==> src/rtl/reporter_pkg.sv <==
// Shared definitions for found_reporter: frame header byte, FSM state encoding
// and frame sizing helper.
package reporter_pkg;

  localparam logic [7:0] HEADER_BYTE = 8'hA5;

  typedef enum logic [2:0] {
    IDLE    = 3'd0,
    CAPTURE = 3'd1,
    SEND    = 3'd2,
    RELEASE = 3'd3,
    HOLD    = 3'd4
  } rep_state_t;

  function automatic int frame_bytes(input int num_of_taps);
    return num_of_taps + 2;
  endfunction

endpackage

==> src/rtl/uart_tx_byte.sv <==
// 8N1 UART byte serialiser, LSB first, idle high. ready rises in the final
// cycle of the stop bit so a new byte can follow with no idle gap.
module uart_tx_byte #(
  parameter int CLKS_PER_BIT = 434
) (
  input  logic       clk,
  input  logic       rst_n,
  input  logic       load_i,
  input  logic [7:0] data_i,
  output logic       ready_o,
  output logic       tx_o
);

  localparam int CW = (CLKS_PER_BIT > 1) ? $clog2(CLKS_PER_BIT) : 1;
  localparam logic [CW-1:0] LAST_CLK = CW'(CLKS_PER_BIT - 1);

  logic          active_q, active_d;
  logic [8:0]    shift_q, shift_d;
  logic [3:0]    bit_q, bit_d;
  logic [CW-1:0] clk_q, clk_d;
  logic          tx_q, tx_d;
  logic          bit_end_s;

  assign bit_end_s = (clk_q == LAST_CLK);
  assign ready_o   = ~active_q | (bit_end_s & (bit_q == 4'd9));
  assign tx_o      = tx_q;

  // Bit timing and shifting; shift_q holds the remaining data bits plus the stop bit.
  always_comb begin
    active_d = active_q;
    shift_d  = shift_q;
    bit_d    = bit_q;
    clk_d    = clk_q;
    tx_d     = tx_q;
    if (ready_o && load_i) begin
      active_d = 1'b1;
      shift_d  = {1'b1, data_i};
      bit_d    = 4'd0;
      clk_d    = '0;
      tx_d     = 1'b0;
    end else if (!active_q) begin
      tx_d = 1'b1;
    end else if (!bit_end_s) begin
      clk_d = clk_q + 1'b1;
    end else if (bit_q == 4'd9) begin
      active_d = 1'b0;
      clk_d    = '0;
      tx_d     = 1'b1;
    end else begin
      clk_d   = '0;
      bit_d   = bit_q + 4'd1;
      tx_d    = shift_q[0];
      shift_d = {1'b1, shift_q[8:1]};
    end
  end

  // State registers with synchronous active-low reset.
  always_ff @(posedge clk) begin
    if (!rst_n) begin
      active_q <= 1'b0;
      shift_q  <= 9'h1FF;
      bit_q    <= 4'd0;
      clk_q    <= '0;
      tx_q     <= 1'b1;
    end else begin
      active_q <= active_d;
      shift_q  <= shift_d;
      bit_q    <= bit_d;
      clk_q    <= clk_d;
      tx_q     <= tx_d;
    end
  end

endmodule

==> src/rtl/found_reporter.sv <==
// Collects hits from the search-module array, picks one round-robin, sends a
// UART frame (header, index, coefficients MSB first) and pulses res for it.
module found_reporter
  import reporter_pkg::*;
#(
  parameter int NUM_OF_TAPS    = 6,
  parameter int NUM_OF_MODULES = 30,
  parameter int CLKS_PER_BIT   = 434
) (
  input  logic                                   clk,
  input  logic                                   rst_n,
  input  logic [NUM_OF_MODULES*NUM_OF_TAPS*8-1:0] co_buf,
  input  logic [NUM_OF_MODULES-1:0]              found,
  output logic [NUM_OF_MODULES-1:0]              res,
  output logic                                   TX,
  output logic                                   busy,
  output logic [15:0]                            frame_count
);

  localparam int SLICE_W = NUM_OF_TAPS * 8;
  localparam int FB      = frame_bytes(NUM_OF_TAPS);
  localparam int FRAME_W = FB * 8;
  localparam int BCW     = $clog2(FB + 1);
  localparam logic [BCW-1:0] LAST_BYTE_CNT = BCW'(FB);
  localparam logic [7:0]     LAST_IDX      = 8'(NUM_OF_MODULES - 1);

  rep_state_t                state_q, state_d;
  logic [7:0]                idx_q, idx_d;
  logic [7:0]                rr_q, rr_d;
  logic [FRAME_W-1:0]        frame_q, frame_d;
  logic [BCW-1:0]            byte_q, byte_d;
  logic                      hold_q, hold_d;
  logic [15:0]               fc_q, fc_d;
  logic [NUM_OF_MODULES-1:0] res_q, res_d;
  logic                      busy_q;
  logic [NUM_OF_MODULES-1:0] hi_s, release_hot_s;
  logic [7:0]                pick_s;
  logic                      uart_load_s, uart_ready_s, uart_tx_s;

  function automatic logic [7:0] lowest_set(input logic [NUM_OF_MODULES-1:0] vec);
    logic [7:0] idx;
    idx = 8'd0;
    for (int i = NUM_OF_MODULES - 1; i >= 0; i--) begin
      if (vec[i]) idx = 8'(i);
    end
    return idx;
  endfunction

  // Round-robin pick: lowest hit at or above rr_q, otherwise wrap to the lowest hit.
  always_comb begin
    hi_s = '0;
    for (int i = 0; i < NUM_OF_MODULES; i++) begin
      hi_s[i] = found[i] & (8'(i) >= rr_q);
    end
    pick_s = (|hi_s) ? lowest_set(hi_s) : lowest_set(found);
  end

  // One-hot release vector for the module being served.
  always_comb begin
    release_hot_s = '0;
    for (int i = 0; i < NUM_OF_MODULES; i++) begin
      release_hot_s[i] = (idx_q == 8'(i));
    end
  end

  // Next-state logic; res and the counters update on entry to RELEASE so they
  // are visible during the RELEASE cycle itself.
  always_comb begin
    state_d     = state_q;
    idx_d       = idx_q;
    rr_d        = rr_q;
    frame_d     = frame_q;
    byte_d      = byte_q;
    hold_d      = hold_q;
    fc_d        = fc_q;
    res_d       = '0;
    uart_load_s = 1'b0;
    case (state_q)
      IDLE: begin
        if (|found) begin
          idx_d   = pick_s;
          state_d = CAPTURE;
        end else begin
          state_d = IDLE;
        end
      end
      CAPTURE: begin
        frame_d = {HEADER_BYTE, idx_q, co_buf[idx_q*SLICE_W +: SLICE_W]};
        byte_d  = '0;
        state_d = SEND;
      end
      SEND: begin
        if (!uart_ready_s) begin
          state_d = SEND;
        end else if (byte_q == LAST_BYTE_CNT) begin
          state_d = RELEASE;
          res_d   = release_hot_s;
          fc_d    = fc_q + 16'd1;
          rr_d    = (idx_q == LAST_IDX) ? 8'd0 : idx_q + 8'd1;
        end else begin
          uart_load_s = 1'b1;
          frame_d     = {frame_q[FRAME_W-9:0], 8'h00};
          byte_d      = byte_q + BCW'(1);
        end
      end
      RELEASE: begin
        hold_d  = 1'b0;
        state_d = HOLD;
      end
      HOLD: begin
        if (hold_q) begin
          state_d = IDLE;
        end else begin
          hold_d = 1'b1;
        end
      end
      default: state_d = IDLE;
    endcase
  end

  // State and output registers with synchronous active-low reset.
  always_ff @(posedge clk) begin
    if (!rst_n) begin
      state_q <= IDLE;
      idx_q   <= 8'd0;
      rr_q    <= 8'd0;
      frame_q <= '0;
      byte_q  <= '0;
      hold_q  <= 1'b0;
      fc_q    <= 16'd0;
      res_q   <= '0;
      busy_q  <= 1'b0;
    end else begin
      state_q <= state_d;
      idx_q   <= idx_d;
      rr_q    <= rr_d;
      frame_q <= frame_d;
      byte_q  <= byte_d;
      hold_q  <= hold_d;
      fc_q    <= fc_d;
      res_q   <= res_d;
      busy_q  <= (state_d != IDLE);
    end
  end

  uart_tx_byte #(
    .CLKS_PER_BIT(CLKS_PER_BIT)
  ) u_uart (
    .clk    (clk),
    .rst_n  (rst_n),
    .load_i (uart_load_s),
    .data_i (frame_q[FRAME_W-1 -: 8]),
    .ready_o(uart_ready_s),
    .tx_o   (uart_tx_s)
  );

  assign res         = res_q;
  assign TX          = uart_tx_s;
  assign busy        = busy_q;
  assign frame_count = fc_q;

endmodule

==> config.mk <==
export PLATFORM = sky130hd
export DESIGN_NAME = found_reporter
export DESIGN_NICKNAME = d
export VERILOG_FILES = /design/src/rtl/reporter_pkg.sv /design/src/rtl/uart_tx_byte.sv /design/src/rtl/found_reporter.sv
export SDC_FILE = /design/constraint.sdc
export NUM_CORES = 1
export LEC_CHECK = 0
export CORE_AREA = 2 2 590 592
export CTS_BUF_LIST = sky130_fd_sc_hd__clkbuf_8
export DETAILED_ROUTE_END_ITERATION = 7
export DIE_AREA = 0 0 592 594
export PLACE_DENSITY_LB_ADDON = 0.1
export SLEW_MARGIN = 20
export SYNTH_ARGS = -nofsm -noshare
export SYNTH_HDL_FRONTEND = slang
export SYNTH_SLANG_ARGS = --single-unit
==> constraint.sdc <==
create_clock -name clk -period 3.25 [get_ports clk]
set_clock_uncertainty 0.15 [all_clocks]
set_input_delay 0.4875 -clock clk [delete_from_list [all_inputs] [get_ports clk]]
set_output_delay 0.4875 -clock clk [all_outputs]
set_load 0.02 [all_outputs]
Word level (Yosys, flattened, before mapping)

Index checks and enable logic that the tools add are counted.

$mul: 1
Equal/unequal tests: 40
Reductions and logical operators: 17
$add $sub $neg: 5
Shift-type cells: 1
Divide/modulo/power cells: 0
Multiplexer cells: 90
Order comparisons: 30
Bitwise logic cells: 35

Operators by type and width:

| operator                                                              | count |
|---|---|
| 1440-bit by 15-bit variable part select with 48-bit output            | 1 |
| 8-bit two-way mux                                                     | 64 |
| 64-bit two-way mux                                                    | 2 |
| 64-bit one-hot mux with 2 select lines                                | 1 |
| 8-bit by 5-bit == test with 1-bit output (second input constant)      | 14 |
| 5-bit by 8-bit >= comparator with 1-bit output (first input constant) | 14 |
| 8-bit by 4-bit == test with 1-bit output (second input constant)      | 8 |
| 4-bit by 8-bit >= comparator with 1-bit output (first input constant) | 8 |
| 30-bit OR reduction                                                   | 2 |
| 8-bit by 3-bit == test with 1-bit output (second input constant)      | 4 |
| 3-bit by 8-bit >= comparator with 1-bit output (first input constant) | 4 |
| 1-bit bitwise AND                                                     | 31 |
| 16-bit by 1-bit adder with 16-bit output (second input constant)      | 1 |
| 8-bit by 2-bit == test with 1-bit output (second input constant)      | 2 |
| 1-bit by 8-bit >= comparator with 1-bit output (first input constant) | 2 |
| 2-bit by 8-bit >= comparator with 1-bit output (first input constant) | 2 |
| 3-bit one-hot mux with 5 select lines                                 | 1 |
| 1-bit two-way mux                                                     | 12 |
| 3-bit AND reduction                                                   | 4 |
| 8-bit by 2-bit multiplier with 10-bit output (second input constant)  | 1 |
| 5-bit two-way mux                                                     | 2 |
| 9-bit by 1-bit adder with 9-bit output (second input constant)        | 1 |
| 9-bit == test (second input constant)                                 | 1 |
| 3-bit two-way mux                                                     | 3 |
| 24 further kinds                                                      | 34 |

Bits in writable memories: 0
Bits in latches: 0
Input bits: 1472
Memories: 0
Output and inout port bits: 48
Bits in read-only memories: 0
Bits in registers: 158
Word-level logic and storage cells: 233

Depth between registers and ports, before layout

Gate-level depths: netlist of the first run.

Depth in word-level cells: 33
Gate-level depth with buffers: 12
Depth with buffers taken out: 9

Cells and area by module

A second synthesis of the first run with hierarchy kept.

Cell total of the unflattened synthesis: 1783
Area, all modules: 19047.0 um^2

By module, submodules not included:

| module         | cells an instance | times used | seq. area each (um^2) | area each (um^2) |
|---|---|---|---|---|
| found_reporter | 1637              | 1          | 2602.5                | 17863.4 |
| uart_tx_byte   | 146               | 1          | 460.4                 | 1183.6 |

Worst setup path after synthesis of the first run

OpenSTA, ideal clock, no wires.

Path type: register -> register
Start point: reg idx_q[0]
End point: reg frame_q[0]
Path buffers: 4
Library setup time: 0.128 ns
Required time: 2.972 ns
Setup slack: 0.747 ns
Cell stages (with the launch flop): 11
Clock period less this slack: 2.503 ns
Data arrival time: 2.226 ns
Cells stage by stage: dfxtp_1 buf_4 buf_4 buf_6 buf_2 mux4_2 a2bb2oi_1 o21ai_0 mux2_2 a22oi_1 nor2_1

Cells in the longest elaborated chain, start to end: 3

RTL lines:

| element                                                    | RTL line              | RTL |
|---|---|---|
| from (decl)                                                | found_reporter.sv:28  | `logic [7:0] idx_q, idx_d;` |
| from (signal assigned)                                     | found_reporter.sv:135 | `idx_q <= idx_d;` |
| 8-bit by 2-bit multiplier with 10-bit output               | found_reporter.sv:88  | `frame_d = {HEADER_BYTE, idx_q, co_buf[idx_q*SLICE_W +: SLICE_W]};` |
| 1440-bit by 15-bit variable part select with 48-bit output | found_reporter.sv:88  |  |
| 64-bit one-hot mux with 2 select lines                     | found_reporter.sv:78  | `case (state_q)` |
| to (signal assigned)                                       | found_reporter.sv:137 | `frame_q <= frame_d;` |
| to (decl)                                                  | found_reporter.sv:30  | `logic [FRAME_W-1:0] frame_q, frame_d;` |

No other way between the ends.
A chain may end at the register's enable or synchronous reset.

Worst setup path in the final report of the first run

Start point: reg idx_q[0]
End point: reg frame_q[19]

The elaborated chain is that of the path after synthesis.

==> results of run 1 <==
-- cell type report --
cell class,instances,area [um^2],share of cell area (%)
clock buffers,28,385,0.916
well taps,4578,5730,13.6
inverters,26,98.8,0.235
diodes,20,50.0,0.119
multi-input cells,1375,14800,35.1
repair buffers,1791,17900,42.6
clock inverters,5,26.3,0.0624
flip-flops and latches,153,3080,7.32
-- worst min path at each step --
stage / slack (ns) / depth (start not counted) / to
final: 0.16 / 2 / u_uart.shift_q[0]
after global placement: 0.29 / 2 / u_uart.shift_q[4]
after CTS: 0.06 / 2 / u_uart.shift_q[0]
after detailed placement: 0.29 / 2 / u_uart.shift_q[3]
after floorplan: 0.27 / 2 / u_uart.shift_q[2]
after global routing: 0.11 / 2 / u_uart.shift_q[0]
-- power groups by stage --
stage	combinational, mW	sequential, mW	clock (mW)
after floorplan	5.29	2.48	0
after CTS	12.7	2.86	2.02
final	12.0	2.82	1.83
after global routing	12.9	2.90	2.03
after global placement	12.3	2.96	0
after detailed placement	12.3	2.95	0
-- registers in the layout, indices dropped and copies added (netlist names), 5 cells and up --
name,cells
rr_q,6
frame_count,16
idx_q,5
u_uart.clk_q,9
u_uart.shift_q,8
res,30
frame_q,64
-- metal layers --
metal | wire length [um] | part of all wire (%) | vias up | GRT usage (%)
met4 | 2740 | 1.1 | 66 | 1.12
met5 | 425 | 0.17 | - | 0
met2 | 132000 | 53 | 1185 | 26.1
met1 | 96600 | 39 | 11800 | 15.4
li1 | - | - | 10400 | -
met3 | 16400 | 6.6 | 307 | 3.69
-- kinds of logic (layout without fill, tap and decap cells) --
kind of cell,after synthesis,in the layout
AOI/OAI and AO/OA,406,406
xor gates and xnor gates,21,21
adders and majority gates,12,12
buffers and inverters,216,1850
DFF,153,153
muxes,493,493
other,0,20
and+or+nand+nor,443,443
-- synthesized netlist by cell type, types with 5 or more instances --
| library cell | instances | area share (%) |
|---|---|---|
| nand4_1 | 11 | 0.37 |
| o21ai_0 | 159 | 4.3 |
| buf_1 | 15 | 0.30 |
| a21oi_1 | 55 | 1.5 |
| buf_6 | 8 | 0.48 |
| o31ai_1 | 6 | 0.24 |
| nand2b_1 | 12 | 0.40 |
| nand3b_1 | 5 | 0.20 |
| mux4_2 | 374 | 45 |
| inv_1 | 25 | 0.50 |
| or3_1 | 8 | 0.27 |
| nor4_1 | 11 | 0.37 |
| buf_4 | 13 | 0.52 |
| dfxtp_1 | 153 | 16 |
| a311oi_1 | 39 | 1.8 |
| a211oi_1 | 8 | 0.32 |
| xnor2_1 | 11 | 0.52 |
| a221oi_1 | 11 | 0.52 |
| and3_1 | 30 | 1.0 |
| xor2_1 | 10 | 0.47 |
| a31oi_1 | 12 | 0.40 |
| o22ai_1 | 9 | 0.30 |
| buf_2 | 49 | 1.3 |
| a22oi_1 | 10 | 0.40 |
| a2bb2oi_1 | 8 | 0.37 |
| nor2b_1 | 10 | 0.33 |
| and2_1 | 10 | 0.33 |
| ha_1 | 12 | 0.80 |
| mux2i_1 | 113 | 6.0 |
| a31o_2 | 36 | 1.7 |
| nor2_1 | 123 | 2.5 |
| nor3_1 | 28 | 0.75 |
| mux2_2 | 6 | 0.36 |
| nand2_1 | 161 | 3.2 |
| o211ai_1 | 10 | 0.40 |
| nand3_1 | 16 | 0.43 |
| clkbuf_1 | 105 | 2.1 |
-- what timing repair did --
action                                  4_1_cts  5_1_grt
endpoints found under the setup margin       51       24
resized for setup                            31       21
setup buffers                                12        1
pin swaps                                     0        2
gates cloned                                  4        1
-- critical path, cell delays in order (launching register included) --
cell	delay (ns)
dfxtp_4	0.38
buf_12	0.16
buf_12	0.22
buf_16	0.22
buf_4	0.24
mux4_2	0.53
mux4_2	0.52
nand2_1	0.18
a311oi_1	0.11
a31o_2	0.22
-- stage by stage --
stage          instance area [um^2]  setup TNS (ns)  setup WS [ns]  total power [mW]
2_1_floorplan                 18700               0          0.747              7.76
3_3_place_gp                  41200           -9.65         -0.559              15.3
3_5_place_dp                  41200           -9.61         -0.573              15.2
4_1_cts                       42000               0        0.00244              17.5
5_1_grt                       42000         -0.0331        -0.0331              17.9
6_report                      42100               0         0.0758              16.7
==> metrics.sh, run 1 <==
POWER-PER-CELL-AREA_mW_PER_MM2=396
GRT_START_MAX_NET_PINS=66
MUXSHAREOFSYNTHAREA_PCT=51.5
FINALMAXSLEWVIOLATIONS=0
DP.FINAL_HPWL_UM=222000
MOST_COMMON_CELL_AFTER_LAYOUT_FILL_AND_TAPS_ASIDE='clkdlybuf4s50_1'
TIMING.REG2REG.WORST_PATH_DEPTH=9
ROUTED_WL_UM=248000
VDD_IR_DROP_MAX_V=0.000267
SYN-MEAN-INSTANCE-AREA_UM2=10.7
MAX_CAP_VIOLATION_COUNT=0
TOTAL_SWITCHING_POWER_mW=7.77
POST_LAYOUT_UTIL_PCT=12.2
CLK_PATH_BUF_DEPTH=3
P_LEAK_nW=12.9
SYN_NETS=3228
DIE_AREA_MM2=0.352
FINAL_SETUP_FAILS=0
ANTENNA_FOUND_INITIAL=206
CTS_TREE='built'
AREA_DELTA_SYNTH_FINAL_PCT=125
PLACEMENT_ROWS=216
CTS.CLK_SLEW.WORST_PATHS_NS=0.13
HOLDCRITPATHCLASS='input port to register'
REPORT.FINAL.HOLD_VIOL_COUNT=0
OVERALL_GLOBAL_ROUTING_USAGE_PCT=13.7
WORST-SLEW-PIN-TRANSITION_NS=0.919
SETUP.WORST_PATH.END_CLASS='register'
WORST_SLEW_MARGIN_REL_PCT=38.1
GRT_SETUP_UNREPAIRED='yes'
COMBINATIONALPOWERSHARE_PCT=72.1
ROUTE.DETAILED.VIAS_PER_INST=2.98
QUANTITY_OF_HOLD_FIXING_BUFFERS_ADDED_AFTER_CTS=0
SYNTH-COMPOUND-AREA-SHARE_PCT=14.1
DIE_W_UM=592
SYNTH_AREA_IN_XOR_XNOR_PCT=0.984
SWSHARE_PCT=46.6
NUMBER_OF_DISTINCT_LIBRARY_CELL_VARIANTS_IN_THE_GATE_LEVEL_NETLIST_AFTER_SYNTHESIS=71
CLOCK_SINK_COUNT=153
CTS_INSERTED_BUFFERS=25
CP_DATA_ARRIVAL_TIME_NS=3.53
DRT_PRE_ANTENNA_ITERS=5
CLOCK_TREE.ROOT_CELL='clkbuf_8'
FINALCRITICALPERIOD_NS=3.17
SYNTH_SEQUENTIAL_AREA_RATIO_PCT=16.4
FIRST_ITER_VIOLATIONS=1107
INSERTION_DELAY_NS=0.65
TIMING.FMAX_MHz=315
MOSTFREQUENTLAYOUTCELLS='clkdlybuf4s50_1, mux4_2, buf_4'
POST-ROUTE-PERIOD-UTIL_PCT=97.7
SHARE_OF_TOTAL_POWER_IN_SEQUENTIAL_CELLS_PCT=17.0
NUMBER_OF_GLOBAL_ROUTE_VIAS_BEFORE_REPAIR=26000
MIN_FROM='rst_n'
P_INT_mW=8.89
DIE_Y_UM=594
CRITPATHLAUNCHTYPE='register'
GLOBALROUTEOVERFLOWTOTAL=0
SYNTH-SIMPLE-AREA-SHARE_PCT=11.0
ANT_NETS=0
STARTPOINT='idx_q[0]'
REMAINING_DESIGN_RULE_VIOLATION_COUNT=0
POST_SYNTHESIS_SEQUENTIAL_ELEMENT_COUNT=153
FINAL_CELLS=7976
POST-PLACE-CELLS=7905
IO_BUFFER_COUNT=1519
SETUP.REG_TO_REG.WORST_SLACK_NS=0.08
WORST-SETUP-PATH-TYPE='register to register'
BOUNDARYPINS=1520
NUMBER_OF_WARNINGS_PRINTED_DURING_YOSYS_SYNTHESIS=0
NUM-FILL-CELLS=39200
SYNTHESIS.AREA_MM2=0.0187
RUN_STATUS='finished, final reports clean'
SYNTHARSTFLOPSHARE_PCT=0
GRT_PASS1_WL_UM=306000
ROUTE.DETAILED.WL_PER_INST_UM=31.1
NUM-NETS-FINAL=4856
LARGEST_FAMILY_OF_LOGIC_CELLS_BY_SYNTHESIZED_AREA='multiplexers'
WORSTSETUPENDPOINT='frame_q[19]'
FINALHOLDWORSTSLACK_NS=0.165
SYNTH_ENABLE_FLOP_CELLS=0
POSTSYNTHCELLCOUNT=1744
REGTOREGENDPOINT='frame_q[19]'
INITIAL_CORE_UTILIZATION_PCT=5.42
WORST_PATH_FANOUT_MAX=18
CLOCKPOWERSHARE_PCT=11.0
NUM_VIAS=23700
SYNTH_TOP_FLOP_CELL='dfxtp_1'
PLACE.GP.CONGESTION=0.821
REG2REG_FROM='idx_q[0]'
LAYOUT_CELL_SHARE_WITH_DRIVE_STRENGTH_BEYOND_1_PCT=22.4
FP.COREAREA_MM2=0.345
HTREE_NUM_LEVELS=4
CRITPATHREQUIREDTIME_NS=3.60
YOSYS.AREA_SHARE.ADDER_PCT=0.803
Power figures use the tool's default switching activity.
==> run 2: changes to the inputs <==
--- a/config.mk
+++ b/config.mk
@@ -9,6 +9,7 @@
 export CTS_BUF_LIST = sky130_fd_sc_hd__clkbuf_8
 export DETAILED_ROUTE_END_ITERATION = 7
 export DIE_AREA = 0 0 592 594
+export MAX_ROUTING_LAYER = met4
 export PLACE_DENSITY_LB_ADDON = 0.1
 export SLEW_MARGIN = 20
 export SYNTH_ARGS = -nofsm -noshare
==> metrics.sh, run 2 (synthesized netlist as in run 1, its figures left out) <==
CRITPATHREQUIREDTIME_NS=3.60  # about the same
MIN_FROM='rst_n'
MAX_CAP_VIOLATION_COUNT=0  # unchanged
GLOBALROUTEOVERFLOWTOTAL=0  # unchanged
DIE_Y_UM=594  # unchanged
GRT_SETUP_UNREPAIRED='yes'
ANTENNA_FOUND_INITIAL=206  # unchanged
IO_BUFFER_COUNT=1519  # unchanged
CP_DATA_ARRIVAL_TIME_NS=3.50  # -0.03 ns
CLOCK_SINK_COUNT=153  # unchanged
DP.FINAL_HPWL_UM=222000  # unchanged
DIE_W_UM=592  # unchanged
FP.COREAREA_MM2=0.345  # unchanged
CLK_PATH_BUF_DEPTH=3  # unchanged
MAX_REG_FLOPS=64  # unchanged
REMAINING_DESIGN_RULE_VIOLATION_COUNT=12  # +12
REGISTERS.TOP_BY_FF_COUNT='frame_q'
WORST_HOLD_PATH.NUM_CELLS=2  # unchanged
ROUTED_WL_UM=248000  # about the same
CTS_INSERTED_BUFFERS=25  # unchanged
CRITICAL-PATH-TOP-DELAY-FAMILY='multiplexers'
ROUTE.DETAILED.VIAS_PER_INST=2.96  # -0.56%
OVERALL_GLOBAL_ROUTING_USAGE_PCT=14.1  # +0.41 points
STARTPOINT='idx_q[0]'
PLACE.GP.CONGESTION=0.833  # +1.5%
REG2REG_FROM='idx_q[0]'
POWER-PER-CELL-AREA_mW_PER_MM2=394  # -0.47%
NUM_VIAS=23700  # -0.025%
CTS_TREE='built'
FAILED_CHECKS='design-rule violations'
HTREE_NUM_LEVELS=4  # unchanged
TNS_NS=0  # unchanged
NUM-NETS-FINAL=4856  # unchanged
WORST_PATH_MAX_DELAY_CELL='mux4_2'
ANT_NETS=0  # unchanged
WORST-SETUP-PATH-TYPE='register to register'
FINALMAXSLEWVIOLATIONS=0  # unchanged
POST-ROUTE-PERIOD-UTIL_PCT=96.9  # -0.76 points
P_LEAK_nW=12.9  # about the same
ROUTE.DETAILED.WL_PER_INST_UM=30.9  # -0.49%
INITIAL_CORE_UTILIZATION_PCT=5.42  # unchanged
MOSTFREQUENTLAYOUTCELLS='clkdlybuf4s50_1, mux4_2, buf_4'
CRITPATHMAXSTAGEDELAY_NS=0.53  # about the same
CLOCK_TREE.ROOT_CELL='clkbuf_8'
POST_LAYOUT_UTIL_PCT=12.2  # +0.031 points
INSERTION_DELAY_NS=0.65  # about the same
FINALCRITICALPERIOD_NS=3.15  # -0.0245 ns
DRT_PRE_ANTENNA_ITERS=8  # +3
DIE_AREA_MM2=0.352  # unchanged
RUN_STATUS='finished, violations left'
CRIT_CHAIN='buf_12 > buf_12 > buf_16 > buf_4 > mux4_2 > mux4_2 > nand2_1 > a311oi_1 > a31o_2'
HOLD_END='u_uart.shift_q[0]'
LAYOUT_CELL_SHARE_WITH_DRIVE_STRENGTH_BEYOND_1_PCT=22.4  # unchanged
NUMBER_OF_GLOBAL_ROUTE_VIAS_BEFORE_REPAIR=26100  # +0.29%
WORST_PATH_FANOUT_MAX=18  # unchanged
MOST_COMMON_CELL_AFTER_LAYOUT_FILL_AND_TAPS_ASIDE='clkdlybuf4s50_1'
TIMING.REG2REG.WORST_PATH_DEPTH=9  # unchanged
GRT_START_MAX_NET_PINS=66  # unchanged
CRIT_BUF_INV=4  # unchanged
PLACEMENT_ROWS=216  # unchanged
SETUP.WORST_PATH.END_CLASS='register'
TIMING.FMAX_MHz=317  # +0.78%
FIRST_ITER_VIOLATIONS=1042  # -5.9%
CRITPATHLAUNCHTYPE='register'
QUANTITY_OF_HOLD_FIXING_BUFFERS_ADDED_AFTER_CTS=0  # unchanged
HOLDCRITPATHCLASS='input port to register'
FINAL_SETUP_FAILS=0  # unchanged
REPORT.FINAL.HOLD_VIOL_COUNT=0  # unchanged
SETUP.REG_TO_REG.WORST_SLACK_NS=0.10  # +0.02 ns
POWER.TOTAL_mW=16.6  # -0.22%
REGTOREGENDPOINT='frame_q[19]'
BOUNDARYPINS=1520  # unchanged
WORST-SLEW-PIN-TRANSITION_NS=0.906  # -0.0130 ns
GRT_PASS1_WL_UM=306000  # about the same
AREA_DELTA_SYNTH_FINAL_PCT=126
CTS.CLK_SLEW.WORST_PATHS_NS=0.13  # about the same
WORST_SLEW_MARGIN_REL_PCT=39.0  # +0.87 points
VDD_IR_DROP_MAX_V=0.000268  # +0.51%
-- run 2: cell types whose count changed in the layout (fill, tap and decap cells not counted) --
| cell | previous run | this run |
|---|---|---|
| diode_2 | 20 | 63 |
-- run 2: final cells by class --
class	count	area, um^2
timing repair buffer	1791	17900
inverter	26	98.8
multi-input combinational	1375	14800
fill	39200	303000
sequential	153	3080
clock buffer	28	385
tap	4578	5730
antenna	63	158
clock inverter	5	26.3
-- run 2: worst max-delay path by stage --
stage                     cells past startpoint           to  slack (ns)
after floorplan                              10   frame_q[0]        0.75
after global placement                       10  frame_q[37]       -0.56
after detailed placement                     10  frame_q[37]       -0.57
after CTS                                    11  frame_q[28]       0.002
after global routing                         12  frame_q[33]       -0.03
final                                         9  frame_q[19]        0.10
-- run 2: routing by layer --
metal / GRT usage, % / up-vias / share of wire (%)
li1: - / 10500 / -
met1: 15.5 / 11800 / 40
met2: 26.0 / 1200 / 53
met3: 3.69 / 243 / 6.3
met4: 1.34 / 0 / 1.1
met5: - / - / 0
-- run 2: timing repair --
item                                    CTS  global route
gates cloned                              4             1
gates resized for setup                  31            21
endpoints found under the hold margin     0             0
endpoints found under the setup margin   51            27
setup buffers                            12             1
pin swaps                                 0             2
-- run 2: power breakdown --
| part | switching [mW] | leakage, nW | internal [mW] |
|---|---|---|---|
| logic | 6.16 | 11.5 | 5.82 |
| registers | 0.539 | 1.25 | 2.29 |
| clock network | 1.03 | 0.221 | 0.781 |
| total | 7.73 | 12.9 | 8.89 |
-- run 2: metrics by stage --
stage               setup slack [ns]  instance area [um^2]  instances  hold slack [ns]
global route                 -0.0336                 42200       8012            0.111
detailed placement            -0.573                 41200       7905            0.288
floorplan                      0.747                 18700       1744            0.272
global placement              -0.559                 41200       7905            0.285
finish                         0.100                 42200       8019            0.167
CTS                          0.00244                 42000       7954           0.0615
